<file path="src/rtl/dram_sched_pkg.sv">
// Shared types and defaults for the DRAM access scheduler: FSM states, grant
// codes, refresh timing and the CAS bank decode.
package dram_sched_pkg;

    typedef enum logic [2:0] {
        IDLE = 3'd0,
        REF1 = 3'd1,
        REF2 = 3'd2,
        REF3 = 3'd3,
        FIL1 = 3'd4,
        FIL2 = 3'd5,
        FIL3 = 3'd6,
        CPU  = 3'd7
    } schedState_t;

    localparam logic [1:0] GRANT_NONE = 2'd0;
    localparam logic [1:0] GRANT_CPU  = 2'd1;
    localparam logic [1:0] GRANT_REF  = 2'd2;
    localparam logic [1:0] GRANT_FILL = 2'd3;

    localparam int REF_PERIOD_DEF   = 104;
    localparam int REF_MAX_PEND_DEF = 4;
    localparam int REF_URGENT_DEF   = 2;
    localparam int PEND_W           = 3;

    // Returns {cas1, cas0} for a single-bank access.
    function automatic logic [1:0] bankCas(input logic bank);
        return bank ? 2'b10 : 2'b01;
    endfunction

endpackage

</file>
<file path="src/rtl/dram_refresh_timer.sv">
// Refresh request generator: free-running period counter feeding a saturating
// pending-refresh count with a sticky overflow flag.
module dram_refresh_timer
    import dram_sched_pkg::*;
#(
    parameter int REF_PERIOD   = REF_PERIOD_DEF,
    parameter int REF_MAX_PEND = REF_MAX_PEND_DEF
) (
    input  logic              C7M,
    input  logic              nRES,
    input  logic              dec,
    output logic [PEND_W-1:0] pend,
    output logic              refOvf
);

    localparam int CNT_W = $clog2(REF_PERIOD);

    logic [CNT_W-1:0]  count;
    logic              tick;
    logic [PEND_W-1:0] pendNext;

    assign tick = (count == CNT_W'(REF_PERIOD - 1));

    // A wrap and a completed refresh in the same cycle cancel out.
    always_comb begin
        pendNext = pend;
        if (tick && !dec) begin
            if (pend != PEND_W'(REF_MAX_PEND))
                pendNext = pend + 1'b1;
        end else if (dec && !tick && pend != '0) begin
            pendNext = pend - 1'b1;
        end
    end

    always_ff @(posedge C7M or negedge nRES) begin
        if (!nRES) begin
            count  <= '0;
            pend   <= '0;
            refOvf <= 1'b0;
        end else begin
            count  <= tick ? '0 : count + 1'b1;
            pend   <= pendNext;
            refOvf <= refOvf | (pendNext == PEND_W'(REF_MAX_PEND));
        end
    end

endmodule

</file>
<file path="src/rtl/dram_access_sched.sv">
// DRAM sequencer: arbitrates the shared RAS/CAS/address-mux path between the
// 6502 slot access, CBR refresh and the fill port, with registered strobes.
module dram_access_sched
    import dram_sched_pkg::*;
#(
    parameter int REF_PERIOD   = REF_PERIOD_DEF,
    parameter int REF_MAX_PEND = REF_MAX_PEND_DEF,
    parameter int REF_URGENT   = REF_URGENT_DEF
) (
    input  logic       C7M,
    input  logic       nRES,
    input  logic [2:0] S,
    input  logic       cpu_req,
    input  logic       cpu_we,
    input  logic       cpu_bank,
    input  logic       fill_req,
    input  logic       fill_we,
    input  logic       fill_bank,
    output logic       fill_ack,
    output logic       ras,
    output logic       cas0,
    output logic       cas1,
    output logic       col_sel,
    output logic       dram_we,
    output logic [1:0] grant,
    output logic       ref_ovf,
    output logic [2:0] dbgState
);

    schedState_t       state, stateNext;
    logic [PEND_W-1:0] pend;
    logic              refDone;
    logic              cpuStart;
    logic              cpuWeR, cpuBankR;
    logic              bgSlot;
    logic              rasN, colN, weN, ackN;
    logic [1:0]        casN;
    logic [1:0]        grantN;

    assign refDone  = (state == REF3);
    assign bgSlot   = (S == 3'd1) || (S == 3'd0);
    assign dbgState = state;

    dram_refresh_timer #(
        .REF_PERIOD  (REF_PERIOD),
        .REF_MAX_PEND(REF_MAX_PEND)
    ) uTimer (
        .C7M   (C7M),
        .nRES  (nRES),
        .dec   (refDone),
        .pend  (pend),
        .refOvf(ref_ovf)
    );

    // Outputs are computed for the next state so every strobe is a plain flop.
    always_comb begin
        stateNext = IDLE;
        rasN      = 1'b0;
        casN      = 2'b00;
        colN      = 1'b0;
        weN       = 1'b0;
        ackN      = 1'b0;
        grantN    = GRANT_NONE;
        cpuStart  = 1'b0;
        if (S == 3'd4 && cpu_req) begin
            stateNext = CPU;
            rasN      = 1'b1;
            grantN    = GRANT_CPU;
            cpuStart  = 1'b1;
        end else begin
            case (state)
                IDLE: begin
                    if (bgSlot) begin
                        if (pend >= PEND_W'(REF_URGENT) ||
                            (!(S == 3'd1 && fill_req) && pend != '0)) begin
                            stateNext = REF1;
                            casN      = 2'b11;
                            grantN    = GRANT_REF;
                        end else if (S == 3'd1 && fill_req) begin
                            stateNext = FIL1;
                            rasN      = 1'b1;
                            grantN    = GRANT_FILL;
                        end
                    end
                end
                REF1: begin
                    stateNext = REF2;
                    rasN      = 1'b1;
                    casN      = 2'b11;
                    grantN    = GRANT_REF;
                end
                REF2: begin
                    stateNext = REF3;
                    rasN      = 1'b1;
                    grantN    = GRANT_REF;
                end
                FIL1: begin
                    stateNext = FIL2;
                    rasN      = 1'b1;
                    colN      = 1'b1;
                    casN      = bankCas(fill_bank);
                    weN       = fill_we;
                    grantN    = GRANT_FILL;
                end
                FIL2: begin
                    stateNext = FIL3;
                    ackN      = 1'b1;
                    grantN    = GRANT_FILL;
                end
                CPU: begin
                    // Any phase other than S5/S6 (S7 end or a PHI1 resync) closes the access.
                    if (S == 3'd5 || S == 3'd6) begin
                        stateNext = CPU;
                        rasN      = 1'b1;
                        colN      = 1'b1;
                        weN       = cpuWeR;
                        casN      = (cpuWeR && S == 3'd5) ? 2'b00 : bankCas(cpuBankR);
                        grantN    = GRANT_CPU;
                    end
                end
                default: stateNext = IDLE;
            endcase
        end
    end

    always_ff @(posedge C7M or negedge nRES) begin
        if (!nRES) begin
            state    <= IDLE;
            ras      <= 1'b0;
            cas0     <= 1'b0;
            cas1     <= 1'b0;
            col_sel  <= 1'b0;
            dram_we  <= 1'b0;
            fill_ack <= 1'b0;
            grant    <= GRANT_NONE;
            cpuWeR   <= 1'b0;
            cpuBankR <= 1'b0;
        end else begin
            state    <= stateNext;
            ras      <= rasN;
            cas0     <= casN[0];
            cas1     <= casN[1];
            col_sel  <= colN;
            dram_we  <= weN;
            fill_ack <= ackN;
            grant    <= grantN;
            if (cpuStart) begin
                cpuWeR   <= cpu_we;
                cpuBankR <= cpu_bank;
            end
        end
    end

endmodule
</file>
<file path="config.mk">
export PLATFORM = sky130hd
export DESIGN_NAME = dram_access_sched
export DESIGN_NICKNAME = d
export VERILOG_FILES = /design/src/rtl/dram_sched_pkg.sv /design/src/rtl/dram_refresh_timer.sv /design/src/rtl/dram_access_sched.sv
export SDC_FILE = /design/constraint.sdc
export NUM_CORES = 1
export LEC_CHECK = 0
export ABC_CLOCK_PERIOD_IN_PS = 1800
export BUFFER_PORTS_ARGS = -buffer_cell sky130_fd_sc_hd__buf_2
export CORE_ASPECT_RATIO = 0.6
export CORE_MARGIN = 2
export CORE_UTILIZATION = 40
export DETAILED_ROUTE_END_ITERATION = 12
export MAX_ROUTING_LAYER = met4
export PLACE_DENSITY = 0.63
export SYNTH_ARGS = -nofsm -noshare
export SYNTH_HDL_FRONTEND = slang
export SYNTH_SLANG_ARGS = --single-unit
</file>
<file path="constraint.sdc">
create_clock -name C7M -period 1.8 [get_ports C7M]
set_clock_uncertainty 0.05 [all_clocks]
set_input_delay 0.18 -clock C7M [delete_from_list [all_inputs] [get_ports C7M]]
set_output_delay 0.18 -clock C7M [all_outputs]
set_load 0.02 [all_outputs]
</file>
==> results.md, run 1 <==
- Outcome: complete, but fails checks
- Failing checks: setup timing
- Die X: between 70 and 80 µm
- CTS tree: yes
- Design Power: slightly below 2000 µW
- R2R Setup Slk: -40 ps
- Utilization after layout: a little under three fifths
- Post-synth top cells: dfrtp_1 (24), nand2_1 (18), nor2_1 (9)
- Grt total ovfl: 0
- Post-synth ARST share: 100.0%
- Mapped Area: about 0.0013 mm²
- Number of max-cap violations: 0
- CP required: about 1900 ps
- Post-route DRC violation count: 0
- Most used DFF post-synth: dfrtp_1
- FILL cells: between 200 and 300
- DP Area: 0.001525 mm²
- Gpl congestion: between 0.9 and 1
- Top cell type's share of synthesized area: between 40% and 50%
- H-tree depth: 1
- Endpoints failing hold: 0
- CTS buffer count: 3
- Slowest cell delay on critical path: between 400 and 500 ps
- Hold wc startpoint: cpu_bank
- Largest cells by area after synthesis: dfrtp_1 (47%), nand2_1 (5.3%), ha_1 (4.9%), xnor2_1 (4.8%), nand3_1 (2.8%)
- Routed vias/inst: about 5.3
- CP Capture Point: uTimer.refOvf
- # setup viols final: 1
- Total Wirelength: about 3200 µm
- Max-slew violation count: 0
- Vias in the first global route: slightly above 1000
- Max-slew headroom: 65.31%
- Leakage power: approximately 0.0008 µW
- Syn Inst Count: 130
- Max Freq: ~540 MHz
- Post-layout worst setup margin: -37.21 ps
- Placeable Area: roughly 0.0029 mm²
- PwrDens: 1153 mW/mm²
- Starting Density: between 40% and 50%
- Layout net count: approximately 190
- Worst-case hold slack: 52.96 ps
- Number of flops mapped to enable cells by yosys: 0
- DP HPWL: 2237 µm
- Worst min-delay path class: in2reg
- Clock transition at path regs: ~90 ps
- Area Growth Syn to Fin: 33.79%
- Largest net degree at the start of global routing: 25
- Clock tree buffer depth: 2
- Top-count cell post-synth: dfrtp_1
- Iter 0 DRT Violations: 45
- Critical path class: reg2reg
- Design Area, Final: 0.001694 mm²
- Worst setup startpoint: uTimer.count[3]
- Worst VDD drop: between 700 and 800 µV
- ANT cells: 0
- Reg2Reg Capture Point: uTimer.refOvf
- Tcrit/Tclk final: 102.1%
- Crit path cell chain: or3b_4, or2_4, or3_1, and3_4, o31ai_4
- DR vias: around 1100
- Post-Syn Area per Cell: 9.740 µm²
- RSZ-0062 raised after global routing: true
- # IOs: 23
- Sequential share of the synthesized area: a little under half
- Ys Warns: 0
- First-pass GRT wire length: 4933 µm
- DRT Pass-1 Iters: 4
- Root Buffer: clkbuf_8
- Flops & latches, synth: 24
- Detail Route Antenna Nets: 0
- Worst-Margin Slew: between 500 and 600 ps
- Post-layout min period: between 1500 and 2000 ps
- Drt wl/cell: roughly 15 µm
- CTS Sinks: 24
- Die Area: roughly 0.0036 mm²
- Reg2Reg Depth: 5
- Total global-route track usage: 18.91%
- Layout cells sized above 1: 32.54%
- Worst EP arrival: around 2000 ps
- Initial antenna violation count: 0
- Synthesized Nets: approximately 150
- Worst-path fanout max: 4
- PortBufs: 22
- Worst-Skew Late Latency: 270 ps
- Synth cell types: 40
- Slowest CP cell: dfrtp_1
- CP Capture Type: flop
- Site row count: 15
- Die height: around 48 µm
- Reg-to-reg startpoint: uTimer.count[3]
- Dpl ws: -50.88 ps
- Cell taking the most area after synthesis: dfrtp_1
- Critical path launch point type: flop
-- through the flow --
| step | setup TNS [ps] | cells |
|---|---|---|
| floorplan | -33.36 | 130 |
| global placement | 0 | 204 |
| detailed placement | -50.88 | 204 |
| CTS | -23.14 | 209 |
| global route | -181.4 | 211 |
| finish | -37.21 | 211 |
-- layout make-up --
class	instances	area [µm²]	area share, %
Clock buffer	3	41.29	2.437
Clock inverter	1	30.03	1.773
Sequential cell	24	600.6	35.45
Inverter	6	22.52	1.329
Multi-Input combinational cell	97	710.7	41.95
Timing Repair Buffer	38	236.5	13.96
Tap cell	42	52.55	3.102
-- per-layer routing --
metal	wire length [µm]	global-route usage, %
met1	1491	24.61
met2	1440	29.91
met3	186	4.717
met4	65	6.182
met5	0	-
-- critical path, delay by kind of cell, from the launching register on --
kind | cells | cell delay [ps]
DFF | 1 | 410
AOI/OAI and AO/OA | 1 | 160
and+or+nand+nor | 4 | 1130
-- where the power goes --
group | leakage (µW) | switching [µW] | internal [µW]
combinational | 0.000458 | 444 | 325
sequential | 0.000307 | 73.2 | 640
clock | 0.0000357 | 174 | 297
-- placed cells by master, fill, tap and decap left out, types with 2 or more instances in the layout --
cell type,n
dfrtp_1,24
buf_2,22
nand2_1,18
buf_4,14
nor2_1,9
xnor2_1,7
inv_1,6
nand3_1,6
a21oi_1,4
nor3_1,3
o21ai_0,3
nand2b_1,3
nor2b_1,3
or3_1,3
xor2_1,3
ha_1,3
clkbuf_8,3
and3b_1,2
nand3b_1,2
a31oi_1,2
o211ai_1,2
a32oi_1,2
-- kinds of logic (layout without fill, tap and decap cells) --
group / after synthesis / in the layout / share of synthesized area (%)
AO/OA/AOI/OAI: 24 / 24 / 13.83
XOR/XNOR: 10 / 10 / 6.917
adder cells (fa/ha/maj): 5 / 5 / 4.941
buffers and inverters: 9 / 48 / 2.766
flip-flops: 24 / 24 / 47.43
AND/OR/NAND/NOR: 58 / 58 / 24.11
-- worst min path at each step --
stage / to / slack [ps] / cells after the start
2_1_floorplan: cas0 / -170 / 0
3_3_place_gp: cpuBankR / 130 / 1
3_5_place_dp: cpuWeR / 140 / 1
4_1_cts: cpuBankR / 40 / 3
5_1_grt: cpuWeR / 50 / 3
6_report: cpuBankR / 50 / 3
-- flip-flops by register name, summed over array words and instances, names as in the netlist, 2 cells and up --
register,cells
uTimer.count,7
grant,2
dbgState,3
uTimer.pend,3
-- what timing repair did --
action / in CTS / in global routing
endpoints found under the setup margin: 2 / 5
hold buffers: 1 / 0
buffers inserted: 0 / 2
hold endpoints to repair: 24 / 0
resized for setup: 4 / 8
pin swaps: 1 / 3
No activity file was read; power rests on OpenSTA's default activity.
==> run 2: changes to the inputs <==
SKIP_LAST_GASP = 1   (was default)
==> run 2 against run 1 <==
Cell count unchanged. The run still ends with setup timing left. Highest routed layer unchanged. Clock power barely moved. Maximum frequency rose by 0.89%. Routed wire length down 0.50%. Largest cell class unchanged.
==> results.md, run 2 (synthesis results as in run 1) <==
- # IOs: 23
- Failing checks: setup timing
- Worst VDD drop: 755.7 µV
- Largest net degree at the start of global routing: 25
- Routed vias/inst: around 5.3
- Die X: 76.64 µm
- Number of max-cap violations: 0
- Max Freq: approximately 550 MHz
- Site row count: 15
- Die height: 47.58 µm
- Outcome: complete, but fails checks
- Die Area: between 0.003 and 0.004 mm²
- DP HPWL: about 2200 µm
- Most frequent cells in the layout: dfrtp_1 (24), buf_2 (22), nand2_1 (18), buf_4 (14), nor2_1 (9)
- Worst EP arrival: about 1900 ps
- Reg area: 600.6 µm²
- Post-layout min period: 1821 ps
- Worst-path fanout max: 5
- Design Power: between 1500 and 2000 µW
- Max-slew violation count: 0
- Commonest non-fill, non-tap cell in the layout: dfrtp_1
- DRT Pass-1 Iters: 4
- Vias in the first global route: 1030
- ANT cells: 0
- Worst-Skew Late Latency: about 270 ps
- Grt total ovfl: 0
- Drt wl/cell: 15.01 µm
- Iter 0 DRT Violations: slightly below 60
- CTS Sinks: 24
- Largest Register: uTimer.count
- Layout cells sized above 1: between 30% and 40%
- H-tree depth: 1
- Utilization after layout: a little under three fifths
- Initial antenna violation count: 0
- PwrDens: 1149 mW/mm²
- Worst-Margin Slew: roughly 520 ps
- # setup viols final: 1
- Clock transition at path regs: around 90 ps
- Total Wirelength: 3168 µm
- TNS Setup: -21.02 ps
- Placeable Area: 0.002947 mm²
- PortBufs: 22
- Area of the multi-input gates: ~700 µm²
- Total global-route track usage: a little under a fifth
- Number of flip-flops in the largest register: 7
- DR vias: ~1100
- Critical path launch point type: flop
- CTS tree: yes
- CP required: 1900 ps
- Worst min-delay path class: in2reg
- Endpoints failing hold: 0
- Clock tree buffer depth: 2
- CTS buffer count: 3
- Max-slew headroom: between 60% and 70%
- CP Capture Type: flop
- FILL cells: about 260
- Root Buffer: clkbuf_8
- Detail Route Antenna Nets: 0
- Post-route DRC violation count: 0
- Layout net count: between 150 and 200
- Worst-case hold slack: between 50 and 60 ps
- Post-layout worst setup margin: -21.02 ps
- Leakage power: roughly 0.00080 µW
- Area Growth Syn to Fin: 32.81%
- RSZ-0062 raised after global routing: true
- First-pass GRT wire length: 4933 µm
- Starting Density: 42.97%
- Tcrit/Tclk final: 101.2%
- Critical path class: reg2reg
- Gpl congestion: 0.9150
run 2: changes by cell type in the layout (fill, tap and decap cells not counted):
cell	change
a2111oi_4	-1
a2111oi_2	+1
run 2: final timing paths:
| check | start | end | slack, ps | depth (start not counted) |
|---|---|---|---|---|
| min in group asynchronous | nRES | cpuBankR | 370 | 2 |
| worst min-delay path | cpu_bank | cpuBankR | 50 | 3 |
| worst max register to register | uTimer.count[3] | uTimer.refOvf | -20 | 6 |
| worst max-delay path | uTimer.count[3] | uTimer.refOvf | -20 | 6 |
| worst min register to register | uTimer.count[0] | uTimer.count[0] | 430 | 1 |
| max in group asynchronous | nRES | cas0 | 980 | 2 |
run 2: layer usage:
metal  track usage, %  vias to the layer above  part of all wire [%]
met3            4.717                       11                   5.8
met1            24.61                      538                    47
li1                 -                      537                     -
met4            6.182                        0                   2.3
met5                -                        -                     0
met2            29.91                       33                    45
run 2: what timing repair did:
action,CTS,global route
setup buffers,0,2
pin swaps,1,2
resized for setup,4,7
hold buffers,1,0
endpoints found under the setup margin,2,5
hold endpoints to repair,24,0
run 2: through the flow:
step | area, µm² | setup WS, ps | cells
5_1_grt | 1682 | -84.60 | 211
3_5_place_dp | 1525 | -50.88 | 204
6_report | 1682 | -21.02 | 211
2_1_floorplan | 1277 | -33.36 | 130
3_3_place_gp | 1525 | 26.35 | 204
4_1_cts | 1628 | -23.14 | 209
run 2: area by class of cell:
class                   count  area share (%)
multi-input cells          97           41.52
well taps                  42           3.125
inverters                   6           1.339
clock buffers               3           2.455
repair buffers             38           14.06
flip-flops and latches     24           35.71
clock inverters             1           1.786
run 2: worst max-delay path: stages (launching register included):
cell and delay (ps):
dfrtp_1 410, or3b_4 390, buf_6 140, o22ai_2 150
o22ai_1 140, xnor2_1 320, o31ai_4 100
run 2: power by group:
group / switching (µW) / total [µW] / internal (µW)
combinational: 435 / 748 / 313
clock: 174 / 472 / 297
sequential: 72.9 / 713 / 640
